<file path="src/rtl/tdc_pkg.sv">
// -----------------------------------------------------------------------------
// tdc_pkg
// Shared definitions for the TDC measurement controller:
//   - default geometry (NTAPS, CW, TIMEOUT)
//   - fine-code width derivation (FW = clog2(NTAPS+1))
//   - controller FSM state enumeration
// -----------------------------------------------------------------------------
package tdc_pkg;

    // 16 CARRY4 stages x 4 taps each
    localparam int NTAPS_DEFAULT   = 64;
    localparam int CW_DEFAULT      = 16;
    localparam int TIMEOUT_DEFAULT = 1000;

    // The fine code must be able to represent every count 0..NTAPS inclusive,
    // which is why the width is derived from NTAPS+1 rather than NTAPS.
    function automatic int fine_width(input int ntaps);
        return $clog2(ntaps + 1);
    endfunction

    localparam int FW_DEFAULT = fine_width(NTAPS_DEFAULT);

    typedef enum logic [2:0] {
        ST_IDLE   = 3'd0,
        ST_ARMED  = 3'd1,
        ST_ENCODE = 3'd2,
        ST_OUTPUT = 3'd3,
        ST_CLEAR  = 3'd4
    } tdc_state_e;

endpackage

</file>
<file path="src/rtl/tdc_therm_popcount.sv">
// -----------------------------------------------------------------------------
// tdc_therm_popcount
// Purely combinational ones-counter for a captured delay-line thermometer.
// Every set bit counts individually, so bubbles (non-contiguous ones caused
// by tap skew) still produce a sensible fine code.
//
// Ports
//   therm_i  in  NTAPS  captured thermometer sample
//   count_o  out FW     number of ones in therm_i (0..NTAPS)
// -----------------------------------------------------------------------------
module tdc_therm_popcount
    import tdc_pkg::*;
#(
    parameter  int NTAPS = NTAPS_DEFAULT,
    localparam int FW    = fine_width(NTAPS)
) (
    input  logic [NTAPS-1:0] therm_i,
    output logic [FW-1:0]    count_o
);

    // Widen each tap to the result width once, so the adder chain below is
    // a uniform FW-bit sum.
    logic [FW-1:0] bit_ext [NTAPS];

    for (genvar gi = 0; gi < NTAPS; gi++) begin : g_ext
        assign bit_ext[gi] = FW'(therm_i[gi]);
    end

    logic [FW-1:0] sum;

    always_comb begin
        sum = '0;
        for (int i = 0; i < NTAPS; i++) begin
            sum = sum + bit_ext[i];
        end
    end

    assign count_o = sum;

endmodule

</file>
<file path="src/rtl/tdc_measure_ctrl.sv">
// -----------------------------------------------------------------------------
// tdc_measure_ctrl
// Measurement controller for a carry-chain TDC. After an arm request it runs
// a coarse counter until the registered delay-line sample shows a hit on tap
// 0, captures the thermometer, encodes it into a fine code, presents the
// timestamp on a valid/ready interface and finally drains the delay line
// before accepting the next arm.
//
// Ports
//   clk         in   1      system clock (rising edge)
//   rst         in   1      synchronous active-high reset
//   arm         in   1      start request, honoured only in IDLE
//   tap_q       in   NTAPS  registered thermometer sample (bit 0 nearest CI)
//   line_clr    out  1      holds the delay-line launch input low (CLEAR)
//   busy        out  1      controller not idle
//   ts_valid    out  1      timestamp available
//   ts_ready    in   1      consumer accepts timestamp
//   ts_coarse   out  CW     coarse count at hit (TIMEOUT on timeout)
//   ts_fine     out  FW     ones count of captured thermometer
//   ts_timeout  out  1      measurement ended without a hit
//
// TIMEOUT must lie in 1 .. 2**CW-1.
// -----------------------------------------------------------------------------
module tdc_measure_ctrl
    import tdc_pkg::*;
#(
    parameter  int NTAPS   = NTAPS_DEFAULT,
    parameter  int CW      = CW_DEFAULT,
    parameter  int TIMEOUT = TIMEOUT_DEFAULT,
    localparam int FW      = fine_width(NTAPS)
) (
    input  logic             clk,
    input  logic             rst,
    input  logic             arm,
    input  logic [NTAPS-1:0] tap_q,
    output logic             line_clr,
    output logic             busy,
    output logic             ts_valid,
    input  logic             ts_ready,
    output logic [CW-1:0]    ts_coarse,
    output logic [FW-1:0]    ts_fine,
    output logic             ts_timeout
);

    localparam logic [CW-1:0] TIMEOUT_C = CW'(TIMEOUT);

    tdc_state_e       state_q,      state_d;
    logic [CW-1:0]    coarse_q,     coarse_d;
    logic [NTAPS-1:0] cap_q,        cap_d;
    logic [CW-1:0]    ts_coarse_q,  ts_coarse_d;
    logic [FW-1:0]    ts_fine_q,    ts_fine_d;
    logic             ts_timeout_q, ts_timeout_d;
    // Set once one all-zero CLEAR cycle has been seen; a second consecutive
    // zero cycle then releases the controller back to IDLE.
    logic             zero_seen_q,  zero_seen_d;

    logic [FW-1:0]    enc_count;

    // Encoding works from the capture register, not from tap_q, so the
    // delay line is free to keep moving during ENCODE.
    tdc_therm_popcount #(
        .NTAPS (NTAPS)
    ) u_popcount (
        .therm_i (cap_q),
        .count_o (enc_count)
    );

    always_ff @(posedge clk) begin
        if (rst) begin
            state_q      <= ST_IDLE;
            coarse_q     <= '0;
            cap_q        <= '0;
            ts_coarse_q  <= '0;
            ts_fine_q    <= '0;
            ts_timeout_q <= 1'b0;
            zero_seen_q  <= 1'b0;
        end else begin
            state_q      <= state_d;
            coarse_q     <= coarse_d;
            cap_q        <= cap_d;
            ts_coarse_q  <= ts_coarse_d;
            ts_fine_q    <= ts_fine_d;
            ts_timeout_q <= ts_timeout_d;
            zero_seen_q  <= zero_seen_d;
        end
    end

    always_comb begin
        state_d      = state_q;
        coarse_d     = coarse_q;
        cap_d        = cap_q;
        ts_coarse_d  = ts_coarse_q;
        ts_fine_d    = ts_fine_q;
        ts_timeout_d = ts_timeout_q;
        zero_seen_d  = zero_seen_q;

        unique case (state_q)
            ST_IDLE: begin
                if (arm) begin
                    state_d  = ST_ARMED;
                    coarse_d = '0;
                end
            end

            ST_ARMED: begin
                // Counter saturates at TIMEOUT so it can never wrap.
                if (coarse_q != TIMEOUT_C) begin
                    coarse_d = coarse_q + CW'(1);
                end
                // Hit is tested first so a hit on the timeout cycle wins.
                if (tap_q[0]) begin
                    cap_d       = tap_q;
                    ts_coarse_d = coarse_q;
                    state_d     = ST_ENCODE;
                end else if (coarse_q == TIMEOUT_C) begin
                    ts_coarse_d  = TIMEOUT_C;
                    ts_fine_d    = '0;
                    ts_timeout_d = 1'b1;
                    state_d      = ST_OUTPUT;
                end
            end

            ST_ENCODE: begin
                ts_fine_d    = enc_count;
                ts_timeout_d = 1'b0;
                state_d      = ST_OUTPUT;
            end

            ST_OUTPUT: begin
                if (ts_ready) begin
                    state_d     = ST_CLEAR;
                    zero_seen_d = 1'b0;
                end
            end

            ST_CLEAR: begin
                if (|tap_q) begin
                    zero_seen_d = 1'b0;
                end else if (zero_seen_q) begin
                    zero_seen_d = 1'b0;
                    state_d     = ST_IDLE;
                end else begin
                    zero_seen_d = 1'b1;
                end
            end

            default: begin
                state_d = ST_IDLE;
            end
        endcase
    end

    assign busy       = (state_q != ST_IDLE);
    assign ts_valid   = (state_q == ST_OUTPUT);
    assign line_clr   = (state_q == ST_CLEAR);
    assign ts_coarse  = ts_coarse_q;
    assign ts_fine    = ts_fine_q;
    assign ts_timeout = ts_timeout_q;

endmodule

</file>
<file path="config.mk">
export PLATFORM = sky130hd
export DESIGN_NAME = tdc_measure_ctrl
export DESIGN_NICKNAME = d
export VERILOG_FILES = /design/src/rtl/tdc_pkg.sv /design/src/rtl/tdc_therm_popcount.sv /design/src/rtl/tdc_measure_ctrl.sv
export SDC_FILE = /design/constraint.sdc
export NUM_CORES = 1
export LEC_CHECK = 0
export BUFFER_PORTS_ARGS = -buffer_cell sky130_fd_sc_hd__buf_2
export CAP_MARGIN = 10
export CORE_UTILIZATION = 31
export CTS_CLUSTER_SIZE = 30
export DETAILED_ROUTE_END_ITERATION = 8
export PLACE_DENSITY_LB_ADDON = 0.2
export SYNTH_ARGS = -nofsm -noshare
export SYNTH_HDL_FRONTEND = slang
export SYNTH_SLANG_ARGS = --single-unit
</file>
<file path="constraint.sdc">
create_clock -name clk -period 8.41 [get_ports clk]
set_clock_uncertainty 0.05 [all_clocks]
set_input_delay 0.841 -clock clk [delete_from_list [all_inputs] [get_ports clk]]
set_output_delay 0.841 -clock clk [all_outputs]
set_load 0.01 [all_outputs]
</file>
# Word-level counts from Yosys, hierarchy flattened
# Cells that the tools add are included.
# op_classes
n_addsub	64
multipliers	0
div_mod_pow	0
n_lt_le_gt_ge	0
n_eq_ne	14
shift	0
mux	22
bitwise	0
reduce_logical	13
# ops
operator	count
$add 7x1->7	62
$mux 16	4
$reduce_or 64->1	1
$pmux 16 s2	1
$mux 3	6
$add 16x1->16 const B	1
$eq 16x10->1 const B	1
$ne 16x10->1 const B	1
$pmux 3 s5	1
$mux 7	2
$pmux 7 s2	1
$ne 2x2->1 const B	5
$reduce_bool 2->1	4
$eq 3x2->1 const B	2
$reduce_and 2->1	3
$reduce_and 3->1	2
$mux 1	5
$reduce_and 5->1	1
$ne 2x1->1 const B	2
$pmux 1 s2	2
$eq 3x1->1 const B	1
$eq 3x3->1 const B	1
$logic_not 3->1	1
$ne 3x3->1 const B	1
2 further kinds	2
# word_totals
ff_bits	108
latchBits	0
mem_bits_rw	0
romBits	0
inputBits	68
out_inout_bits	27
wordCells	120
memories	0

# Longest topological paths before layout
# Gate-level depths: netlist of run 1.
# depth
ltp_word	64
mapped_depth	21
mapped_depth_nobuf	21

# Modules after synthesis
# A second synthesis of run 1 with hierarchy kept.
# hier_totals
cells_unflattened	678
area_unflattened_um2	5871.9
# modules_own_cells
module	instances	cells_each	area_each_um2	seq_area_each_um2
tdc_measure_ctrl	1	506	4142.7	2162.1
tdc_therm_popcount	1	172	1729.2	0.0

# Least setup slack after synthesis of run 1
# OpenSTA, ideal clock, no wires.
# synth_path
path_type	register -> register
from	register cap_q[0]
to	register ts_fine_q[5] (netlist: ts_fine[5])
setup_time_ps	87
arrival_time_ps	5822
required_time_ps	8273
slack_ps	2451
path_stages_with_launch	20
n_path_buf	0
period_less_slack_ps	5959
path_cell_list	dfxtp_1 > ha_1 > inv_1 > fa_1 > fa_1 > inv_1 > fa_1 > fa_1 > fa_1 > fa_1 > fa_1 > inv_1 > fa_1 > inv_1 > ha_1 > nor2b_1 > o31a_1 > o21a_1 > o21a_1 > o31ai_1
# synth_via
elab_chain_len	64
# synth_lines
element	line_no	text
start, declared	tdc_measure_ctrl.sv:49	logic [NTAPS-1:0] cap_q, cap_d;
start signal, assigned	tdc_measure_ctrl.sv:80	cap_q <= cap_d;
$add 1x1->2	tdc_therm_popcount.sv:34	sum = sum + bit_ext[i];
$add 7x1->7 (62 in series)	tdc_therm_popcount.sv:34	
$pmux 7 s2	tdc_measure_ctrl.sv:97	unique case (state_q)
end signal, assigned	tdc_measure_ctrl.sv:82	ts_fine_q <= ts_fine_d;
end, declared	tdc_measure_ctrl.sv:51	logic [FW-1:0] ts_fine_q, ts_fine_d;
# Every way passes these cells.
# A chain may end at the register's enable or synchronous reset.

# Final worst setup path of run 1
# Ends and elaborated chain as after synthesis.

==> results of run 1 <==
==> per-layer routing <==
metal,GRT usage (%),vias to the layer above,routed length (µm)
met5,0,-,8
met2,23.2,90,6310
li1,-,2414,-
met3,4.21,6,710
met4,3.99,2,110
met1,22.7,2236,7470
==> cell families after synthesis <==
| kind of cell | count (synthesis) |
|---|---|
| flops | 108 |
| simple gates | 251 |
| fa+ha+maj | 72 |
| xor+xnor | 6 |
| compound gates | 130 |
| buf+inv | 128 |
==> worst max-delay path, cell delays in order (launching register included) <==
cell and delay [ns]:
sky130_fd_sc_hd__dfxtp_1 0.32, sky130_fd_sc_hd__ha_1 0.29, sky130_fd_sc_hd__inv_1 0.07, sky130_fd_sc_hd__fa_1 0.43, sky130_fd_sc_hd__fa_1 0.39, sky130_fd_sc_hd__inv_1 0.08
sky130_fd_sc_hd__fa_1 0.44, sky130_fd_sc_hd__fa_1 0.51, sky130_fd_sc_hd__fa_1 0.51, sky130_fd_sc_hd__fa_1 0.52, sky130_fd_sc_hd__fa_1 0.56, sky130_fd_sc_hd__inv_1 0.06
sky130_fd_sc_hd__fa_1 0.59, sky130_fd_sc_hd__inv_1 0.06, sky130_fd_sc_hd__ha_1 0.28, sky130_fd_sc_hd__nor2b_1 0.14, sky130_fd_sc_hd__o31a_1 0.25, sky130_fd_sc_hd__o21a_1 0.18
sky130_fd_sc_hd__o21a_1 0.16, sky130_fd_sc_hd__o31ai_1 0.18
==> how the worst max path moves through the flow <==
stage	endpoint	slack, ns
after floorplan	ts_fine[5]	2.45
after global placement	ts_fine[5]	2.30
after detailed placement	ts_fine[5]	2.28
after CTS	ts_fine[5]	2.23
after global routing	ts_fine[5]	1.97
final	ts_fine[5]	2.27
==> cell type report <==
| type | count | area, µm² | share of cell area, % |
|---|---|---|---|
| clock buffer | 9 | 225 | 3.28 |
| sequential | 108 | 2160 | 31.4 |
| clock inverter | 7 | 82.6 | 1.20 |
| timing repair buffer | 97 | 493 | 7.17 |
| inverter | 96 | 360 | 5.24 |
| multi-input combinational | 459 | 3260 | 47.4 |
| tap | 234 | 293 | 4.26 |
==> power breakdown <==
group / switching [mW] / leakage, nW / internal [mW]
combinational: 0.285 / 1.82 / 0.218
clock: 0.213 / 0.150 / 0.237
sequential: 0.0189 / 0.876 / 0.536
==> through the flow <==
stage / total power [mW] / setup slack [ns]
after global placement: 1.08 / 2.30
after global routing: 1.63 / 1.97
after CTS: 1.54 / 2.23
after detailed placement: 1.09 / 2.28
after floorplan: 0.947 / 2.45
final: 1.51 / 2.27
==> registers in the layout (all words and copies together), names as in the netlist <==
signal,cells
coarse_q,16
ts_fine,7
cap_q,64
ts_timeout,1
state_q,3
ts_coarse,16
zero_seen_q,1
==> cell usage in the layout (no fill, tap or decap), types with 2 or more instances in the layout <==
| cell | Yosys | layout |
|---|---|---|
| sky130_fd_sc_hd__nand2_1 | 138 | 137 |
| sky130_fd_sc_hd__dfxtp_1 | 108 | 108 |
| sky130_fd_sc_hd__inv_1 | 96 | 96 |
| sky130_fd_sc_hd__buf_2 | 2 | 94 |
| sky130_fd_sc_hd__a21oi_1 | 79 | 79 |
| sky130_fd_sc_hd__fa_1 | 54 | 54 |
| sky130_fd_sc_hd__nor2_1 | 34 | 33 |
| sky130_fd_sc_hd__o21ai_0 | 21 | 21 |
| sky130_fd_sc_hd__nor4_1 | 19 | 19 |
| sky130_fd_sc_hd__ha_1 | 18 | 18 |
| sky130_fd_sc_hd__nor3_1 | 13 | 13 |
| sky130_fd_sc_hd__or3_1 | 11 | 11 |
| sky130_fd_sc_hd__a22oi_1 | 10 | 10 |
| sky130_fd_sc_hd__nand4_1 | 9 | 9 |
| sky130_fd_sc_hd__clkbuf_16 | 0 | 9 |
| sky130_fd_sc_hd__nand3_1 | 8 | 8 |
| sky130_fd_sc_hd__xnor2_1 | 5 | 5 |
| sky130_fd_sc_hd__o21a_1 | 4 | 4 |
| sky130_fd_sc_hd__nor2b_1 | 3 | 3 |
| sky130_fd_sc_hd__a311oi_1 | 3 | 3 |
| sky130_fd_sc_hd__buf_4 | 0 | 3 |
| sky130_fd_sc_hd__and4_1 | 2 | 2 |
| sky130_fd_sc_hd__nand2_2 | 1 | 2 |
| sky130_fd_sc_hd__nand2b_1 | 2 | 2 |
| sky130_fd_sc_hd__a31oi_1 | 2 | 2 |
| sky130_fd_sc_hd__inv_8 | 0 | 2 |
| sky130_fd_sc_hd__inv_6 | 0 | 2 |
==> impl_summary.log, run 1 <==
[metrics] number of flip-flops and latches in the synthesized netlist: 108
[metrics] number of H-tree levels: 3
[metrics] post-CTS setup buffer count: 0
[metrics] post-DP HPWL: 11.1 mm
[metrics] number of buffers inserted during clock tree synthesis: 9
[metrics] area of all placed cells without fillers: 6880 µm²
[metrics] Synthesized Nets: 835
[metrics] total via count in the routed design: 4748
[metrics] Synth Cell Area: 5900 µm²
[metrics] number of clock sinks seen by CTS: 108
[metrics] wire length of the first global-routing pass: 23.7 mm
[metrics] clock tree from TritonCTS: yes
[metrics] via count of the first global-routing pass: 4551
[metrics] cells resized by post-CTS repair: 0
[metrics] area fraction of the dominant cell type after synthesis: 36.6%
[metrics] Synth async-reset ratio: 0%
[metrics] number of violations reported at the end of detailed-routing iteration 0: 211
[metrics] result of the run: complete, no violations
[metrics] clock latency reported for the late side of the worst-skew pair: 0.36 ns
[metrics] Layout area overhead: 16.5%
[metrics] Die Area: 19600 µm²
[metrics] classification of the worst-slack hold path: register to register
[metrics] highest fanout seen on the critical path: 2
[metrics] I/O pin total: 95
[metrics] number of distinct library cells after synthesis: 49
[metrics] endpoint kind of the worst setup timing path: register
[metrics] worst IR drop on VDD: 0.000130 V
[metrics] max frequency: 163 MHz
[metrics] critical path data arrival time: 6.36 ns
[metrics] critical path type: register to register
[metrics] start point of the worst min-delay path: ts_fine[4]
[metrics] initial antenna violation count: 1
[metrics] leading area contributor after synthesis: sky130_fd_sc_hd__dfxtp_1
[metrics] layout cell share with drive strength beyond 1: 15.7%
[metrics] CTS Hold Bufs: 0
[metrics] most frequent cells after synthesis: 138 x sky130_fd_sc_hd__nand2_1, 108 x sky130_fd_sc_hd__dfxtp_1, 96 x sky130_fd_sc_hd__inv_1, 79 x sky130_fd_sc_hd__a21oi_1, 54 x sky130_fd_sc_hd__fa_1
[metrics] Post-Syn Instances: 695
[metrics] total routed wirelength: 14.6 mm
[metrics] hold path depth: 2
[metrics] most instantiated library cell after synthesis: sky130_fd_sc_hd__nand2_1
[metrics] row cnt: 50
[metrics] placement-stage cell area: 6570 µm²
[metrics] fill cell count: 1964
[metrics] number of port buffers: 94
[metrics] Placeable Area: 18700 µm²
[metrics] leakage dissipation: 2.85 nW
[metrics] height of the die: 140 µm
[metrics] post-synthesis simple-gate area fraction: 19.4%
[metrics] maximum number of pins on one net before global-route repair: 89
[metrics] largest buffer count on any clock path: 2
[metrics] area share of fa/ha/maj cells after synthesis: 22.1%
[metrics] worst r2r src: cap_q[0]
[metrics] MaxCap Viol Count: 0
[metrics] Max Slew Vio Count: 0
[metrics] Hold Crit Endpoint: ts_fine[4]
[metrics] final hold viol count: 0
[metrics] number of instances in the placed design: 994
[metrics] launching instance or port of the critical path: cap_q[0]
[metrics] nature of the critical path startpoint: register
[metrics] worst reg2reg path endpoint: ts_fine[5]
[metrics] CTS root buf: sky130_fd_sc_hd__clkbuf_16
[metrics] via density per instance: 4.70
[metrics] antenna cells: 0
[metrics] prevailing post-synth register cell: sky130_fd_sc_hd__dfxtp_1
[metrics] first drt pass iteration count: 5
[metrics] global placer's final weighted congestion: 0.816
[metrics] WP data required: 8.63 ns
[metrics] largest family of logic cells by synthesized area: adder cells
[metrics] final total negative setup slack: 0 ns
[metrics] global-route usage over all layers: 15.8%
[metrics] Final Hold Slack: 0.406 ns
[metrics] Routed Antenna Nets: 0
[metrics] top cells by area, synth: sky130_fd_sc_hd__dfxtp_1 37%, sky130_fd_sc_hd__fa_1 18%, sky130_fd_sc_hd__nand2_1 8.8%
[metrics] total DRC errors in the routed layout: 0
[metrics] effective utilization at floorplan: 31.6%
[metrics] count of non-filler cells in the finished layout: 1010
[metrics] multiplexer share of the synthesized area: 0%
[metrics] Setup-failing EPs final: 0
[metrics] chip width: 140 µm
[metrics] NumNets Final: 911
[metrics] XOR/XNOR Fraction of Synth Area: 0.890%
[metrics] Post-synth EDFFs: 0
[metrics] synthesized-area fraction occupied by ao, oa, aoi and oai cells: 12.6%
[metrics] number of cells on the worst reg-to-reg path: 19
[metrics] yosys synthesis warning count: 0
[metrics] final period utilization: 73.0%
[metrics] final standard cell utilization of the core: 36.8%
[metrics] average wire per standard cell: 14.5 µm
[metrics] clock period minus worst slack: 6.14 ns
[metrics] worst setup slack for register-to-register paths: 2.27 ns
[metrics] clock-pin slew reported for the worst setup and hold paths after clock tree synthesis: 0.08 ns
[metrics] average cell area after synthesis: 8.49 µm²
[metrics] headroom to the max-slew limit: 35.2%
[metrics] sequential fraction of the synthesis area: 36.6%
[metrics] RSZ-0062 raised after global routing: false
[metrics] Cell Pwr Density: 219 nW/µm²
[metrics] global route overflow: 0
[metrics] Slew @ Worst Pin: 0.972 ns
Note: power is estimated with default switching activity, not from simulation.
==> inputs of run 2 (changes only) <==
==> constraint.sdc (replaced) <==
create_clock -name clk -period 5.1 [get_ports clk]
set_clock_uncertainty 0.05 [all_clocks]
set_input_delay 0.51 -clock clk [delete_from_list [all_inputs] [get_ports clk]]
set_output_delay 0.51 -clock clk [all_outputs]
set_load 0.01 [all_outputs]
==> impl_summary.log, run 2 (synthesis gave the netlist of run 1 again) <==
[metrics] result of the run: finished with violations
[metrics] violations in the final reports: negative setup slack
[metrics] number of buffers inserted during clock tree synthesis: 9 (unchanged)
[metrics] row cnt: 50 (unchanged)
[metrics] first drt pass iteration count: 4 (-1)
[metrics] clock-pin slew reported for the worst setup and hold paths after clock tree synthesis: 0.08 ns (about the same)
[metrics] chip width: 140 µm (unchanged)
[metrics] critical path type: register to register
[metrics] worst reg2reg path endpoint: ts_fine[4]
[metrics] switching share of power: 34.2% (-0.10 points)
[metrics] Layout area overhead: 18.5%
[metrics] NumNets Final: 920 (+0.99%)
[metrics] final standard cell utilization of the core: 37.4% (+0.63 points)
[metrics] number of violations reported at the end of detailed-routing iteration 0: 226 (+7.1%)
[metrics] Internal Power: 1.72 mW (+73%)
[metrics] via count of the first global-routing pass: 4647 (+2.1%)
[metrics] critical path data arrival time: 6.09 ns (-0.27 ns)
[metrics] clock tree from TritonCTS: yes
[metrics] number of cells on the worst reg-to-reg path: 17 (-2)
[metrics] total routed wirelength: 14.8 mm (+1.4%)
[metrics] nature of the critical path startpoint: register
[metrics] Routed Antenna Nets: 0 (unchanged)
[metrics] leakage dissipation: 2.87 nW (+0.92%)
[metrics] endpoint kind of the worst setup timing path: register
[metrics] register with the most flip-flops: cap_q
[metrics] most common cell after layout, fill and taps aside: sky130_fd_sc_hd__nand2_1
[metrics] maximum number of pins on one net before global-route repair: 78 (-12%)
[metrics] headroom to the max-slew limit: 42.5% (+7.3 points)
[metrics] Slew @ Worst Pin: 0.863 ns (-0.109 ns)
[metrics] number of H-tree levels: 3 (unchanged)
[metrics] total via count in the routed design: 4799 (+1.1%)
[metrics] average wire per standard cell: 14.5 µm (+0.49%)
[metrics] start point of the worst min-delay path: tap_q[14]
[metrics] Final Hold Slack: 0.341 ns (-0.0651 ns)
[metrics] number of clock sinks seen by CTS: 108 (unchanged)
[metrics] CTS Hold Bufs: 0 (unchanged)
[metrics] I/O pin total: 95 (unchanged)
[metrics] Hold Crit Endpoint: cap_q[14]
[metrics] Setup-failing EPs final: 7 (+7)
[metrics] effective utilization at floorplan: 31.6% (unchanged)
[metrics] number of flip-flops in the largest register: 64 (unchanged)
[metrics] global placer's final weighted congestion: 0.805 (-1.3%)
[metrics] global route overflow: 0 (unchanged)
[metrics] post-DP HPWL: 11.3 mm (+2.1%)
[metrics] antenna cells: 0 (unchanged)
[metrics] initial antenna violation count: 0 (-1)
[metrics] Max Slew Vio Count: 0 (unchanged)
[metrics] most used cells in the layout excluding fill and tap cells: 137 x sky130_fd_sc_hd__nand2_1, 104 x sky130_fd_sc_hd__dfxtp_1, 94 x sky130_fd_sc_hd__inv_1, 94 x sky130_fd_sc_hd__buf_2, 78 x sky130_fd_sc_hd__a21oi_1
[metrics] clock period minus worst slack: 5.89 ns (-0.248 ns)
[metrics] RSZ-0062 raised after global routing: true
[metrics] Die Area: 19600 µm² (unchanged)
[metrics] Clk pwr share: 26.8% (-3.0 points)
[metrics] total DRC errors in the routed layout: 0 (unchanged)
[metrics] share of total power in combinational logic: 38.1% (+4.8 points)
[metrics] worst IR drop on VDD: 0.000249 V (+91%)
[metrics] final hold viol count: 0 (unchanged)
[metrics] MaxCap Viol Count: 0 (unchanged)
[metrics] WP data required: 5.30 ns (-3.33 ns)
[metrics] largest buffer count on any clock path: 2 (unchanged)
[metrics] CTS root buf: sky130_fd_sc_hd__clkbuf_16
[metrics] wire length of the first global-routing pass: 24.1 mm (+1.7%)
[metrics] number of port buffers: 94 (unchanged)
[metrics] worst setup slack for register-to-register paths: -0.79 ns (-3.06 ns)
[metrics] global-route usage over all layers: 16.0% (+0.17 points)
[metrics] worst r2r src: cap_q[0]
[metrics] Cell Pwr Density: 374 nW/µm² (+70%)
[metrics] max frequency: 170 MHz (+4.2%)
[metrics] Placeable Area: 18700 µm² (unchanged)
[metrics] post-layout total power: 2.61 mW (+73%)
[metrics] worst slack after detailed placement: -0.792 ns (-3.08 ns)
[metrics] final period utilization: 115% (+42 points)
[metrics] classification of the worst-slack hold path: primary input to register
[metrics] via density per instance: 4.71 (+0.18%)
[metrics] highest fanout seen on the critical path: 2 (unchanged)
[metrics] layout cell share with drive strength beyond 1: 19.2% (+3.5 points)
[metrics] switching power: 0.893 mW (+73%)
[metrics] height of the die: 140 µm (unchanged)
[metrics] hold path depth: 3 (+1)
[metrics] worst setup slack after layout: -0.788 ns (-3.06 ns)
[metrics] Reg power frac: 35.1% (-1.7 points)
[metrics] clock latency reported for the late side of the worst-skew pair: 0.37 ns (about the same)
run 2: changes by cell type in the layout (fill, tap and decap cells not counted), sizes merged:
| cell | previous run | this run |
|---|---|---|
| buf | 97 | 106 |
| bufinv | 1 | 0 |
| clkinvlp | 1 | 3 |
| inv | 100 | 99 |
run 2: per-layer routing:
layer	wire length (µm)	GRT usage, %
met5	0	0
met4	207	5.26
met3	877	3.86
met2	6390	23.6
met1	7340	22.7
run 2: area by class of cell:
cell class	count	area (µm²)
clock inverter	7	70.1
sequential	108	2170
clock buffer	9	225
multi-input combinational	459	3310
fill	1982	11700
tap	234	293
timing repair buffer	106	564
inverter	96	360
run 2: what timing repair did:
action / 4_1_cts / 5_1_grt
pin swaps: 1 / 2
setup buffers: 1 / 1
resized for setup: 5 / 10
setup endpoints to repair: 7 / 7
run 2: power by group through the flow:
stage | clock network [mW] | logic, mW | registers, mW
2_1_floorplan | 0 | 0.636 | 0.931
3_3_place_gp | 0 | 0.949 | 0.937
4_1_cts | 0.724 | 0.986 | 0.918
6_report | 0.699 | 0.996 | 0.917
5_1_grt | 0.750 | 1.13 | 0.925
3_5_place_dp | 0 | 0.964 | 0.937
run 2: critical path, cell delays in order (launching register included):
cell and delay (ns):
sky130_fd_sc_hd__dfxtp_2 0.34, sky130_fd_sc_hd__ha_4 0.25, sky130_fd_sc_hd__inv_2 0.03, sky130_fd_sc_hd__fa_1 0.52, sky130_fd_sc_hd__fa_2 0.44, sky130_fd_sc_hd__fa_1 0.52, sky130_fd_sc_hd__fa_2 0.45, sky130_fd_sc_hd__fa_2 0.55
sky130_fd_sc_hd__fa_1 0.43, sky130_fd_sc_hd__fa_2 0.55, sky130_fd_sc_hd__fa_1 0.43, sky130_fd_sc_hd__fa_2 0.37, sky130_fd_sc_hd__fa_2 0.35, sky130_fd_sc_hd__nor2b_1 0.12, sky130_fd_sc_hd__o21ai_1 0.06, sky130_fd_sc_hd__nand2b_1 0.11
sky130_fd_sc_hd__xnor2_1 0.13, sky130_fd_sc_hd__o21ai_1 0.07
run 2: per-stage QoR:
step	area [µm²]	TNS, ns	instances
3_3_place_gp	6640	-3.99	1001
4_1_cts	6960	-4.46	1018
3_5_place_dp	6640	-4.30	1001
6_report	6990	-4.35	1019
5_1_grt	6990	-5.55	1019
2_1_floorplan	5920	-2.99	695
run 2: worst max path at each step:
| stage | from | to | cells after the start |
|---|---|---|---|
| floorplan | cap_q[0] | ts_fine[4] | 17 |
| global route | cap_q[0] | ts_fine[4] | 17 |
| global placement | cap_q[0] | ts_fine[4] | 17 |
| finish | cap_q[0] | ts_fine[4] | 17 |
| detailed placement | cap_q[0] | ts_fine[4] | 17 |
| CTS | cap_q[0] | ts_fine[4] | 17 |
